## src/rtl/fir_seq_ctrl.sv

```systemverilog
// fir_seq_ctrl: runs one FIR pass, streaming samples from memory through the
// filter core and writing results back, with busy/done, cycle count and errors.
//
// Ports:
//   clk, rst               clock, synchronous active-high reset
//   start, sel_pipelined   pass request (IDLE/DONE only) and core select
//   input_addr, output_addr, sample_count   pass parameters, latched on accept
//   mem_rd_*               read port; data returns one cycle after mem_rd_en
//   mem_wr_*               write port, fed straight from the core result
//   core_*                 filter core control, sample feed and result inputs
//   busy, done             RUN/DRAIN and DONE status
//   cycle_count            saturating cycle count of the last pass
//   err_timeout, err_extra sticky error flags, cleared on accept
module fir_seq_ctrl #(
   parameter int ADDR_W  = 10,
   parameter int DATA_W  = 8,
   parameter int TIMEOUT = 64
) (
   input  logic              clk,
   input  logic              rst,
   input  logic              start,
   input  logic              sel_pipelined,
   input  logic [ADDR_W-1:0] input_addr,
   input  logic [ADDR_W-1:0] output_addr,
   input  logic [ADDR_W-1:0] sample_count,
   output logic              mem_rd_en,
   output logic [ADDR_W-1:0] mem_rd_addr,
   input  logic [DATA_W-1:0] mem_rd_data,
   output logic              mem_wr_en,
   output logic [ADDR_W-1:0] mem_wr_addr,
   output logic [DATA_W-1:0] mem_wr_data,
   output logic              core_sel,
   output logic              core_clr,
   output logic              core_in_valid,
   output logic [DATA_W-1:0] core_in_data,
   input  logic              core_in_ready,
   input  logic              core_out_valid,
   input  logic [DATA_W-1:0] core_out_data,
   output logic              busy,
   output logic              done,
   output logic [31:0]       cycle_count,
   output logic              err_timeout,
   output logic              err_extra
);

   localparam int TW = $clog2(TIMEOUT + 1);
   localparam logic [TW-1:0] IDLE_LAST = TW'(TIMEOUT - 1);

   typedef enum logic [1:0] {
      S_IDLE,
      S_RUN,
      S_DRAIN,
      S_DONE
   } state_t;

   state_t            state_q;
   logic [ADDR_W-1:0] in_addr_q;
   logic [ADDR_W-1:0] out_addr_q;
   logic [ADDR_W-1:0] n_q;
   logic [ADDR_W-1:0] rd_cnt_q;
   logic [ADDR_W-1:0] rd_cnt_d;
   logic [ADDR_W-1:0] wr_cnt_q;
   logic [ADDR_W-1:0] wr_cnt_d;
   logic              sel_q;
   logic              clr_q;
   logic              inflight_q;
   logic              err_to_q;
   logic              err_ex_q;
   logic [DATA_W-1:0] fifo_q [2];
   logic              rptr_q;
   logic              wptr_q;
   logic [1:0]        cnt_q;
   logic [31:0]       cyc_q;
   logic [TW-1:0]     idle_q;

   logic              active;
   logic              fifo_push;
   logic              fifo_pop;
   logic [2:0]        used;
   logic              rd_en;
   logic              wr_hit;
   logic              extra;

   assign active    = (state_q == S_RUN) || (state_q == S_DRAIN);
   assign fifo_push = inflight_q;
   assign fifo_pop  = active && (cnt_q != 2'd0) && core_in_ready;

   // Slots already committed after this cycle's pop: a pop frees its entry
   // in time for a new read, which keeps one read per cycle when ready.
   assign used = {1'b0, cnt_q} + {2'b0, inflight_q} - {2'b0, fifo_pop};

   assign rd_en  = (state_q == S_RUN) && (rd_cnt_q < n_q) && (used < 3'd2);
   assign wr_hit = active && core_out_valid && (wr_cnt_q < n_q);
   assign extra  = (state_q != S_IDLE) && core_out_valid && (wr_cnt_q == n_q);

   assign rd_cnt_d = rd_cnt_q + {{(ADDR_W-1){1'b0}}, rd_en};
   assign wr_cnt_d = wr_cnt_q + {{(ADDR_W-1){1'b0}}, wr_hit};

   assign mem_rd_en     = rd_en;
   assign mem_rd_addr   = rd_en ? (in_addr_q + rd_cnt_q) : '0;
   assign mem_wr_en     = wr_hit;
   assign mem_wr_addr   = wr_hit ? (out_addr_q + wr_cnt_q) : '0;
   assign mem_wr_data   = wr_hit ? core_out_data : '0;
   assign core_sel      = sel_q;
   assign core_clr      = clr_q;
   assign core_in_valid = active && (cnt_q != 2'd0);
   assign core_in_data  = core_in_valid ? fifo_q[rptr_q] : '0;
   assign busy          = active;
   assign done          = (state_q == S_DONE);
   assign cycle_count   = cyc_q;
   assign err_timeout   = err_to_q;
   assign err_extra     = err_ex_q;

   always_ff @(posedge clk) begin
      if (rst) begin
         state_q    <= S_IDLE;
         in_addr_q  <= '0;
         out_addr_q <= '0;
         n_q        <= '0;
         rd_cnt_q   <= '0;
         wr_cnt_q   <= '0;
         sel_q      <= 1'b0;
         clr_q      <= 1'b0;
         inflight_q <= 1'b0;
         err_to_q   <= 1'b0;
         err_ex_q   <= 1'b0;
         fifo_q[0]  <= '0;
         fifo_q[1]  <= '0;
         rptr_q     <= 1'b0;
         wptr_q     <= 1'b0;
         cnt_q      <= 2'd0;
         cyc_q      <= '0;
         idle_q     <= '0;
      end else begin
         clr_q      <= 1'b0;
         inflight_q <= rd_en;
         rd_cnt_q   <= rd_cnt_d;
         wr_cnt_q   <= wr_cnt_d;
         if (fifo_push) begin
            fifo_q[wptr_q] <= mem_rd_data;
            wptr_q         <= ~wptr_q;
         end
         if (fifo_pop) begin
            rptr_q <= ~rptr_q;
         end
         cnt_q <= cnt_q + {1'b0, fifo_push} - {1'b0, fifo_pop};
         if (active && (cyc_q != '1)) begin
            cyc_q <= cyc_q + 32'd1;
         end
         if (extra) begin
            err_ex_q <= 1'b1;
         end
         unique case (state_q)
            S_IDLE, S_DONE: begin
               if (start) begin
                  in_addr_q  <= input_addr;
                  out_addr_q <= output_addr;
                  n_q        <= sample_count;
                  sel_q      <= sel_pipelined;
                  rd_cnt_q   <= '0;
                  wr_cnt_q   <= '0;
                  rptr_q     <= 1'b0;
                  wptr_q     <= 1'b0;
                  cnt_q      <= 2'd0;
                  cyc_q      <= '0;
                  err_to_q   <= 1'b0;
                  err_ex_q   <= 1'b0;
                  idle_q     <= '0;
                  if (sample_count == '0) begin
                     state_q <= S_DONE;
                  end else begin
                     state_q <= S_RUN;
                     clr_q   <= 1'b1;
                  end
               end
            end
            S_RUN: begin
               idle_q <= '0;
               if (rd_cnt_d == n_q) begin
                  state_q <= S_DRAIN;
               end
            end
            S_DRAIN: begin
               if (wr_cnt_d == n_q) begin
                  state_q <= S_DONE;
               end else if (core_out_valid) begin
                  idle_q <= '0;
               end else if (idle_q == IDLE_LAST) begin
                  err_to_q <= 1'b1;
                  state_q  <= S_DONE;
               end else begin
                  idle_q <= idle_q + TW'(1);
               end
            end
            default: begin
               state_q <= S_IDLE;
            end
         endcase
      end
   end

endmodule
```

## config.mk

```make
export PLATFORM = sky130hd
export DESIGN_NAME = fir_seq_ctrl
export DESIGN_NICKNAME = d
export VERILOG_FILES = /design/src/rtl/fir_seq_ctrl.sv
export SDC_FILE = /design/constraint.sdc
export NUM_CORES = 1
export LEC_CHECK = 0
export ABC_AREA = 1
export CORE_MARGIN = 2
export CORE_UTILIZATION = 30
export DETAILED_ROUTE_END_ITERATION = 8
export GPL_TIMING_DRIVEN = 0
export PLACE_DENSITY = 0.62
export SLEW_MARGIN = 40
export SYNTH_ARGS = -nofsm -noshare
export SYNTH_HDL_FRONTEND = slang
export SYNTH_SLANG_ARGS = --single-unit
```

## constraint.sdc

```tcl
create_clock -name clk -period 8.7 [get_ports clk]
set_input_delay 0.87 -clock clk [delete_from_list [all_inputs] [get_ports clk]]
set_output_delay 0.87 -clock clk [all_outputs]
set_load 0.02 [all_outputs]
```

After elaboration in Yosys (flattened, before gate mapping)
Memory sizes are Yosys's and may differ from the RTL's. A register that Yosys moved wholly into a read port is not among the register bits.
Cells that the tools add are included.
{ "word_totals": {"inputBits": 52, "out_inout_bits": 77, "mem_bits_rw": 16, "memories": 1, "word_cells": 121, "reg_bits": 100} }
{ "classes": {"muxes": 49, "n_reduce_logical": 22, "eq_ne": 16, "n_addsub": 10, "bitwise": 4, "magnitude_cmp": 3} }
{ "mem_list": {"columns": ["name", "depth", "width", "read_ports", "rd_ports_with_merged_regs", "write_ports", "line_no", "text"], "rows": [
  ["fifo_q", 2, 8, 1, 1, 2, "69", "logic [DATA_W-1:0] fifo_q [2];"]
]} }
{ "op_table": {"columns": ["cell", "count"], "rows": [
  ["two-way mux 32 bit", 3],
  ["two-way mux 10 bit", 6],
  ["adder 32 x 1 -> 32 bit, second input constant", 1],
  ["!= test 32 bit, second input constant", 1],
  ["== test 10 bit", 3],
  ["two-way mux 7 bit", 4],
  ["two-way mux 8 bit", 3],
  ["two-way mux 1 bit", 22],
  ["one-hot mux 7 bit (3 select lines)", 1],
  ["adder 10 x 1 -> 10 bit", 2],
  ["adder 10 bit", 2],
  ["less-than comparator 10 bit", 2],
  ["two-way mux 2 bit", 8],
  ["zero test 10 bit", 1],
  ["logical AND 1 bit", 9],
  ["OR reduction 8 bit", 1],
  ["adder 7 x 1 -> 7 bit, second input constant", 1],
  ["== test 7 x 6 -> 1 bit, second input constant", 1],
  ["!= test 2 bit, second input constant", 3],
  ["one-hot mux 2 bit (3 select lines)", 1],
  ["nonzero test 2 bit", 3],
  ["AND reduction 5 bit", 1],
  ["== test 2 bit, second input constant", 2],
  ["!= test 2 x 1 -> 1 bit, second input constant", 2],
  ["18 further kinds", 21]
]} }

Depth between registers and ports, before layout
Gate-level depths: netlist (run 1).
{ "logic_depth": {"ltp_word": 11, "ltp_mapped": 28, "depth_no_buf": 28} }

Worst setup path after synthesis (run 1)
OpenSTA, ideal clock, no wires.
{ "synth_timing": {"path_kind": "reg-to-reg", "startpoint": "register state_q[0]", "endpoint": "register state_q[0]", "path_stages_with_launch": 27, "path_slack_ns": 4.380, "t_required_ns": 8.585, "arrival_ns": 4.205, "path_cell_list": "dfxtp_1 -> inv_1 -> ha_1 -> o21ai_0 -> nor2_1 -> ha_1 -> inv_1 -> ha_1 -> inv_1 -> fa_1 -> and3b_1 -> nand4_1 -> inv_1 -> ha_1 -> ha_1 -> nand2_1 -> nor2_1 -> xor2_1 -> inv_1 -> nand2_1 -> nand2_1 -> nand2_1 -> nor2_1 -> nand3_1 -> nand2_1 -> a21oi_1 -> nor2_1"} }
{ "synth_via": {"elab_chain_len": 11} }
{ "synth_rtl": {"columns": ["element", "line_no", "text"], "rows": [
  ["from (decl)", "56", "state_t state_q;"],
  ["from (signal assigned)", "116", "state_q <= S_IDLE;"],
  ["from (signal assigned)", "170", "state_q <= S_DONE;"],
  ["from (signal assigned)", "172", "state_q <= S_RUN;"],
  ["== test 2 x 1 -> 1 bit or == test 2 bit (tied branches)", "84", "assign active = (state_q == S_RUN) || (state_q == S_DRAIN);"],
  ["logical OR 1 bit (*)", "84", null],
  ["named net busy", "39", "output logic busy,"],
  ["logical AND 1 bit (*) (2 in a row)", "86", "assign fifo_pop = active && (cnt_q != 2'd0) && core_in_ready;"],
  ["subtractor 3 x 1 -> 3 bit (*)", "90", "assign used = {1'b0, cnt_q} + {2'b0, inflight_q} - {2'b0, fifo_pop};"],
  ["less-than comparator 3 x 2 -> 1 bit (*)", "92", "assign rd_en = (state_q == S_RUN) && (rd_cnt_q < n_q) && (used < 3'd2);"],
  ["logical AND 1 bit (*)", "92", null],
  ["named net mem_rd_en", "26", "output logic mem_rd_en,"],
  ["adder 10 x 1 -> 10 bit (*)", "96", "assign rd_cnt_d = rd_cnt_q + {{(ADDR_W-1){1'b0}}, rd_en};"],
  ["== test 10 bit (*)", "179", "if (rd_cnt_d == n_q) begin"],
  ["!= test 2 x 1 -> 1 bit (no line) (*)", null, null],
  ["AND reduction 4 bit (no line) (*)", null, null]
]} }
The timed path passes the listed nets; every way through them passes the cells marked *.
A chain may end at the register's enable or synchronous reset.

Worst setup path after layout (run 1)
{ "layout_timing": {"startpoint": "register state_q[0]", "endpoint": "output port mem_rd_addr[3]"} }
{ "layout_via": {"elab_chain_len": 8} }
{ "layout_rtl": {"columns": ["element", "line_no", "text"], "rows": [
  ["== test 2 x 1 -> 1 bit or == test 2 bit (tied branches)", "84, 92", null],
  ["logical OR 1 bit", "84", null],
  ["logical AND 1 bit (2 in a row)", "86", null],
  ["subtractor 3 x 1 -> 3 bit", "90", null],
  ["less-than comparator 3 x 2 -> 1 bit", "92", null],
  ["logical AND 1 bit (*)", "92", null],
  ["two-way mux 10 bit (*)", "100", "assign mem_rd_addr = rd_en ? (in_addr_q + rd_cnt_q) : '0;"],
  ["to (decl)", "27", "output logic [ADDR_W-1:0] mem_rd_addr,"]
]} }
Mark *: on every way between the ends. The rest lies on a longest branch, timed or not.

==> results of run 1 <==
==> placed cells by master, fill, tap and decap left out, drive strengths merged, types with 5 or more instances in the layout <==
cell and instances:
a21oi 52, dfxtp 100, clkinv 5, o21ai 39, xnor2 8, bufinv 5
o22ai 8, nand4 21, nor3 16, clkbuf 33, nand3 84, inv 144
ha 50, nand2 250, edfxtp 16, clkdlybuf4s50 128, nor2 152, xor2 21
buf 7
==> state kept, by name, summed over array words and instances, names as in the netlist, 2 cells and up <==
name	cells
cycle_count	32
fifo_q	16
in_addr_q	10
n_q	10
out_addr_q	10
rd_cnt_q	10
wr_cnt_q	10
idle_q	7
cnt_q	2
state_q	2
==> cells by family (layout without fill, tap and decap cells) <==
kind of cell	Yosys count	count (layout)
AND/OR/NAND/NOR	528	528
XOR/XNOR	29	29
buffers and inverters	163	323
adder cells (fa/ha/maj)	53	53
AO/OA/AOI/OAI	114	114
flip-flops	116	116
==> stage by stage <==
step                power, uW  instance area [sq um]  std cells
floorplan                1170                   7050       1003
global placement         1440                   8730       1450
detailed placement       1440                   8730       1450
CTS                      2240                   9390       1482
global route             2350                   9390       1482
finish                   2210                   9390       1482
==> worst reg2reg max path: stages, from the launching register on <==
cell     delay, ps
dfxtp_1        400
inv_1           90
ha_1           530
o21ai_0        240
nor2_1         180
ha_1           250
inv_1           50
ha_1           130
inv_1           40
fa_1           500
and3b_1        180
nand4_1        350
inv_1          350
ha_1           310
ha_1           210
nand2_1         80
nor2_1         270
xor2_1         220
nand2_1         70
nand2_1         70
nand2_1         50
nor2_1         120
nand3_1        140
nand2_1        150
nand3_1        100
nand2_1         70
nor2_1          40
==> routing by layer <==
metal,vias to the layer above,share of wire,global-route usage
met4,0,0.024,0.0628
met1,3027,0.47,0.216
met5,-,0,0
met3,34,0.059,0.0421
met2,160,0.44,0.262
li1,3530,-,-
==> worst min path at each step <==
stage / start / endpoint / slack, ps
after floorplan: in_addr_q[0]$_SDFFE_PP0P_ / in_addr_q[0]$_SDFFE_PP0P_ / 430
after global placement: core_sel$_SDFFE_PP0P_ / core_sel$_SDFFE_PP0P_ / 440
after detailed placement: in_addr_q[4]$_SDFFE_PP0P_ / in_addr_q[4]$_SDFFE_PP0P_ / 440
after CTS: in_addr_q[4]$_SDFFE_PP0P_ / in_addr_q[4]$_SDFFE_PP0P_ / 460
after global routing: in_addr_q[4]$_SDFFE_PP0P_ / in_addr_q[4]$_SDFFE_PP0P_ / 470
final: core_sel$_SDFFE_PP0P_ / core_sel$_SDFFE_PP0P_ / 450
==> power groups by stage <==
stage | sequential, uW | combinational [uW] | clock (uW)
5_1_grt | 689 | 839 | 822
4_1_cts | 680 | 757 | 799
6_report | 679 | 750 | 784
3_5_place_dp | 690 | 752 | 0
2_1_floorplan | 688 | 485 | 0
3_3_place_gp | 689 | 746 | 0
==> cell type report <==
type	instances	area, sq um	share of cell area
Buffer	17	87.6	0.00933
Clock buffer	23	489	0.0521
Clock inverter	9	173	0.0184
Inverter	146	551	0.0586
Multi-Input combinational cell	724	3930	0.418
Sequential cell	116	2480	0.264
Tap cell	319	399	0.0425
Timing Repair Buffer	128	1280	0.136
==> out/results.tsv, run 1 <==
metric	value	unit
crit path to	mem_rd_addr[3]	
Max FO, Critical Path	9	
number of global-route vias before repair	6532	
Fin. Hold Viols	0	
Post-synth ARST share	0	
CP startpoint	state_q[0]$_SDFFE_PP0P_	
antenna cell count	0	
CTS root buffer	clkbuf_16	
Core Box Area	23300	sq um
Clock Latency Late Sink	420	ps
Die ar.	24700	sq um
Synth Area in Compound Gates	0.0909	
fillers	2442	
RSZ-0062 raised after global routing	no	
largest area contributor in the netlist	dfxtp_1	
critical path depth	15	
mux share of post-synthesis cell area	0	
Worst EP required	7830	ps
Core Rows	56	
switching pwr	775	uW
XOR/XNOR Fraction of Synth Area	0.0361	
antenna violations before repair	0	
Total GRT Usage	0.165	
H-tree depth	4	
DR WL/cell	13.2	um
cell repeated most along the worst path	inv_1	
CTS tree	built	
Ports	129	
Slew @ Worst Pin	887	ps
die height	157	um
pin count of the biggest net entering global routing	17	
Gate power share	0.339	
Syn Inst Count	1003	
pre-CTS setup slack	3310	ps
antenna-violating nets left	0	
peak supply drop	0.189	mV
register area share after synthesis	0.352	
Yosys cell types	47	
Pins Over Slew Limit	0	
crit path cell chain	inv_1, ha_1, o21ai_0, nor2_1, ha_1, inv_1, ha_1, inv_1, fa_1, and3b_1, nand4_1, inv_1, o21ai_0, a21oi_1, clkdlybuf4s50_1	
setup TNS	0	ps
Pre-antenna DRT Iters	5	
Post-synth EDFFs	16	
DP HPWL	15200	um
CP Buf/Inv Count	5	
layout overhead on the synthesized area	33.3	%
fin crit period	5510	ps
Die X	157	um
DRT Wirelength	19600	um
fin util	0.404	
fin crit share	0.634	
Max-Cap Viols	0	
worst setup margin	3190	ps
Yosys warning count	0	
Setup CP Type	reg2out	
Sw Share	0.350	
reg2reg end	state_q[1]$_SDFFE_PP0P_	
Slowest Stage Delay on Critical Path	630	ps
Hold Path Stages	2	
Post-CTS Setup Bufs	0	
slowest stage cell on the critical path	clkdlybuf4s50_1	
Adder-Cell Fraction of Synth Area	0.0973	
via count	6751	
area of the mapped netlist	7050	sq um
drt initial violations	268	
hold crit path type	reg2reg	
Mean Syn Cell Area	7.02	sq um
outcome	finished clean	
Synth Net Count	1108	
main combinational cell family by area after synthesis	simple AND/OR/NAND/NOR gates	
synth cell count leaders	nand2_1, nor2_1, inv_1	
Seq pwr share	0.307	
top post-synthesis cells by area	dfxtp_1, nand2_1, ha_1, nor2_1, inv_1	
CTS Sinks	116	
Startpoint Class	flop	
Num CTS Buffers	17	
FF-to-FF path depth	26	
CP Capture Type	primary output	
Reg clk slew, reported paths	50	ps
CP delay by family, top	adder cells	
Hold WS	451	ps
DRC viols	0	
flops & latches, synth	116	
share of cells above drive strength 1	0.0653	
clk buf depth	2	
first-pass GRT wire length	32200	um
Arr. time, crit path	4640	ps
Synth Flop Type	dfxtp_1	
Clock power frac	0.354	
worst r2r src	state_q[0]$_SDFFE_PP0P_	
Power Dens Cells	236	nW/um^2
internal power	1440	uW
max_slew headroom	0.407	
flop2flop setup slack	3430	ps
IO Port Bufs	128	
final setup violation count	0	
routability cong.	0.887	
post_cts resized	0	
Via density	4.56	
most common cell in the netlist	nand2_1	
FMAX	0.181	GHz
Synth Area in Simple Gates	0.333	
share of the synthesized area in the top cell type	0.284	
grt total ovfl	0	
leakage power	0.00407	uW
Starting Density	0.303	
number of hold buffers added after CTS	0	
Final nets	1255	
worst clock skew	11.2	ps
(Power assumes the default switching activity.)
==> inputs of run 2 (changes only) <==
Settings changed: PLACE_DENSITY 0.62 to 0.63.
Clock period 8.7 ns to 4.7 ns, I/O delays scaled along.
==> run 2 against run 1 <==
Against the previous run: wire length is 1.7% higher; clock power up 76%; worst hold slack worse by 3.2 ps.
==> out/results.tsv, run 2 (synthesis gave the netlist of run 1 again) <==
metric	value	unit	change
grt met3 use	0.0441		+0.00193
clk buf depth	2		unchanged
Arr. time, crit path	3960	ps	-680 ps
most frequent cells in the layout	nand2_1, nor2_1, inv_1, clkdlybuf4s50_1, dfxtp_1		
drt initial violations	320		+19%
Fin. Hold Viols	0		unchanged
Setup CP Type	reg2out		
grt total ovfl	0		unchanged
Core Box Area	23300	sq um	unchanged
Power Dens Cells	434	nW/um^2	+84%
outcome	finished clean		
DRT Wirelength	20000	um	+1.7%
Core Rows	56		unchanged
layout overhead on the synthesized area	34.1	%	
pin count of the biggest net entering global routing	17		unchanged
Final nets	1261		+0.48%
Die X	157	um	unchanged
max reg flops	32		unchanged
Sw Share	0.357		+0.00722
RSZ-0062 raised after global routing	no		
fin util	0.406		+0.00253
CP Buf/Inv Count	6		+1
H-tree depth	4		unchanged
peak supply drop	0.262	mV	+39%
CTS Sinks	116		unchanged
Die ar.	24700	sq um	unchanged
max_slew headroom	0.450		+0.0429
Num CTS Buffers	17		unchanged
number of hold buffers added after CTS	0		unchanged
hold crit path type	reg2reg		
Hold WS	448	ps	-3.18 ps
Ports	129		unchanged
cell repeated most along the worst path	inv_1		
Seq pwr share	0.308		about the same
DR WL/cell	13.4	um	+1.3%
Total GRT Usage	0.168		+0.00267
Startpoint Class	flop		
Reg clk slew, reported paths	50	ps	about the same
fin crit period	4430	ps	
Gate power share	0.356		+0.017
internal power	2630	uW	+83%
CP Capture Type	primary output		
Clock power frac	0.336		-0.018
CTS tree	built		
Max FO, Critical Path	5		-4
Slew @ Worst Pin	823	ps	-64.1 ps
final setup violation count	0		unchanged
DRC viols	0		unchanged
number of global-route vias before repair	6627		+1.5%
CP delay by family, top	adder cells		
share of cells above drive strength 1	0.0788		+0.0134
most common cell after layout, fill and taps aside	nand2_1		
antenna-violating nets left	0		unchanged
IO Port Bufs	128		unchanged
Starting Density	0.303		unchanged
Worst EP required	4230	ps	-3600 ps
Pins Over Slew Limit	0		unchanged
worst clock skew	6.24	ps	-4.97 ps
Clock Latency Late Sink	420	ps	about the same
via count	6824		+1.1%
fin crit share	0.943		
antenna violations before repair	0		unchanged
GRT Max-Usage Layer	met2		
FMAX	0.226	GHz	
leakage power	0.00411	uW	+1.1%
crit path cell chain	inv_1, ha_4, o21ai_0, nor2_1, ha_1, inv_1, ha_1, inv_1, fa_1, and3b_1, nand4_1, inv_2, buf_4, o21ai_0, a21oi_1, clkdlybuf4s50_1		
antenna cell count	0		unchanged
Slowest Stage Delay on Critical Path	620	ps	about the same
Pre-antenna DRT Iters	5		unchanged
CTS root buffer	clkbuf_16		
met2 Usage GRT	0.276		+0.0133
switching pwr	1470	uW	+89%
die height	157	um	unchanged
met1 usage	0.211		-0.00499
DP HPWL	15200	um	-0.44%
fillers	2427		-0.61%
slowest stage cell on the critical path	clkdlybuf4s50_1		
Via density	4.59		+0.74%
Max-Cap Viols	0		unchanged
first-pass GRT wire length	32700	um	+1.4%
routability cong.	0.916		+3.3%
==> run 2: cell count changes in the layout (fill, tap and decap cells not counted), sizes merged <==
| cell | before | now |
|---|---|---|
| dlymetal6s2s | 0 | 2 |
| buf | 7 | 13 |
| clkinv | 5 | 6 |
| clkinvlp | 1 | 2 |
| clkbuf | 33 | 31 |
| clkdlybuf4s50 | 128 | 126 |
| bufinv | 5 | 4 |
==> run 2: repair_timing <==
action / CTS / global route
buffers inserted: 3 / 3
endpoints found under the setup margin: 13 / 11
pin swaps: 0 / 2
gates resized for setup: 4 / 10
hold endpoints to repair: 0 / 0
==> run 2: layout make-up <==
class / instances / area (sq um) / share of cell area
plain buffers: 17 / 87.6 / 0.00927
clock buffers: 21 / 470 / 0.0498
clock inverters: 10 / 155 / 0.0164
inverters: 146 / 551 / 0.0583
multi-input cells: 724 / 3970 / 0.420
flip-flops and latches: 116 / 2480 / 0.263
well taps: 319 / 399 / 0.0422
repair buffers: 134 / 1330 / 0.141
==> run 2: metrics by stage <==
stage | area [sq um] | total power [uW] | setup slack (ps) | std cells | setup TNS [ps]
after global placement | 8730 | 2660 | -518 | 1450 | -1030
after floorplan | 7050 | 2170 | 380 | 1003 | 0
after CTS | 9390 | 4100 | 51.8 | 1484 | 0
final | 9450 | 4100 | 270 | 1487 | 0
after detailed placement | 8730 | 2670 | -538 | 1450 | -1070
after global routing | 9450 | 4360 | 7.57 | 1487 | 0
==> run 2: final timing paths <==
path	start	endpoint	slack, ps	cells after the start
max	state_q[1]$_SDFFE_PP0P_	mem_rd_addr[8]	270	16
min	core_sel$_SDFFE_PP0P_	core_sel$_SDFFE_PP0P_	450	2
max reg2reg	state_q[1]$_SDFFE_PP0P_	state_q[1]$_SDFFE_PP0P_	340	27
min reg2reg	core_sel$_SDFFE_PP0P_	core_sel$_SDFFE_PP0P_	450	2
==> run 2: worst min-delay path, stage by stage (launching register included) <==
cell and delay [ps]:
dfxtp_1 310, nand2_1 60, nand2_1 40
==> run 2: power by group through the flow <==
stage          Clock, uW  Combinational (uW)  Sequential, uW
5_1_grt             1450                1630            1280
2_1_floorplan          0                 897            1270
4_1_cts             1400                1440            1260
3_5_place_dp           0                1390            1280
6_report            1380                1460            1260
3_3_place_gp           0                1380            1280
==> run 2: per-layer routing <==
metal / vias to the layer above / share of wire
li1: 3550 / -
met1: 3054 / 0.46
met2: 181 / 0.44
met3: 39 / 0.071
met4: 0 / 0.024
met5: - / 0
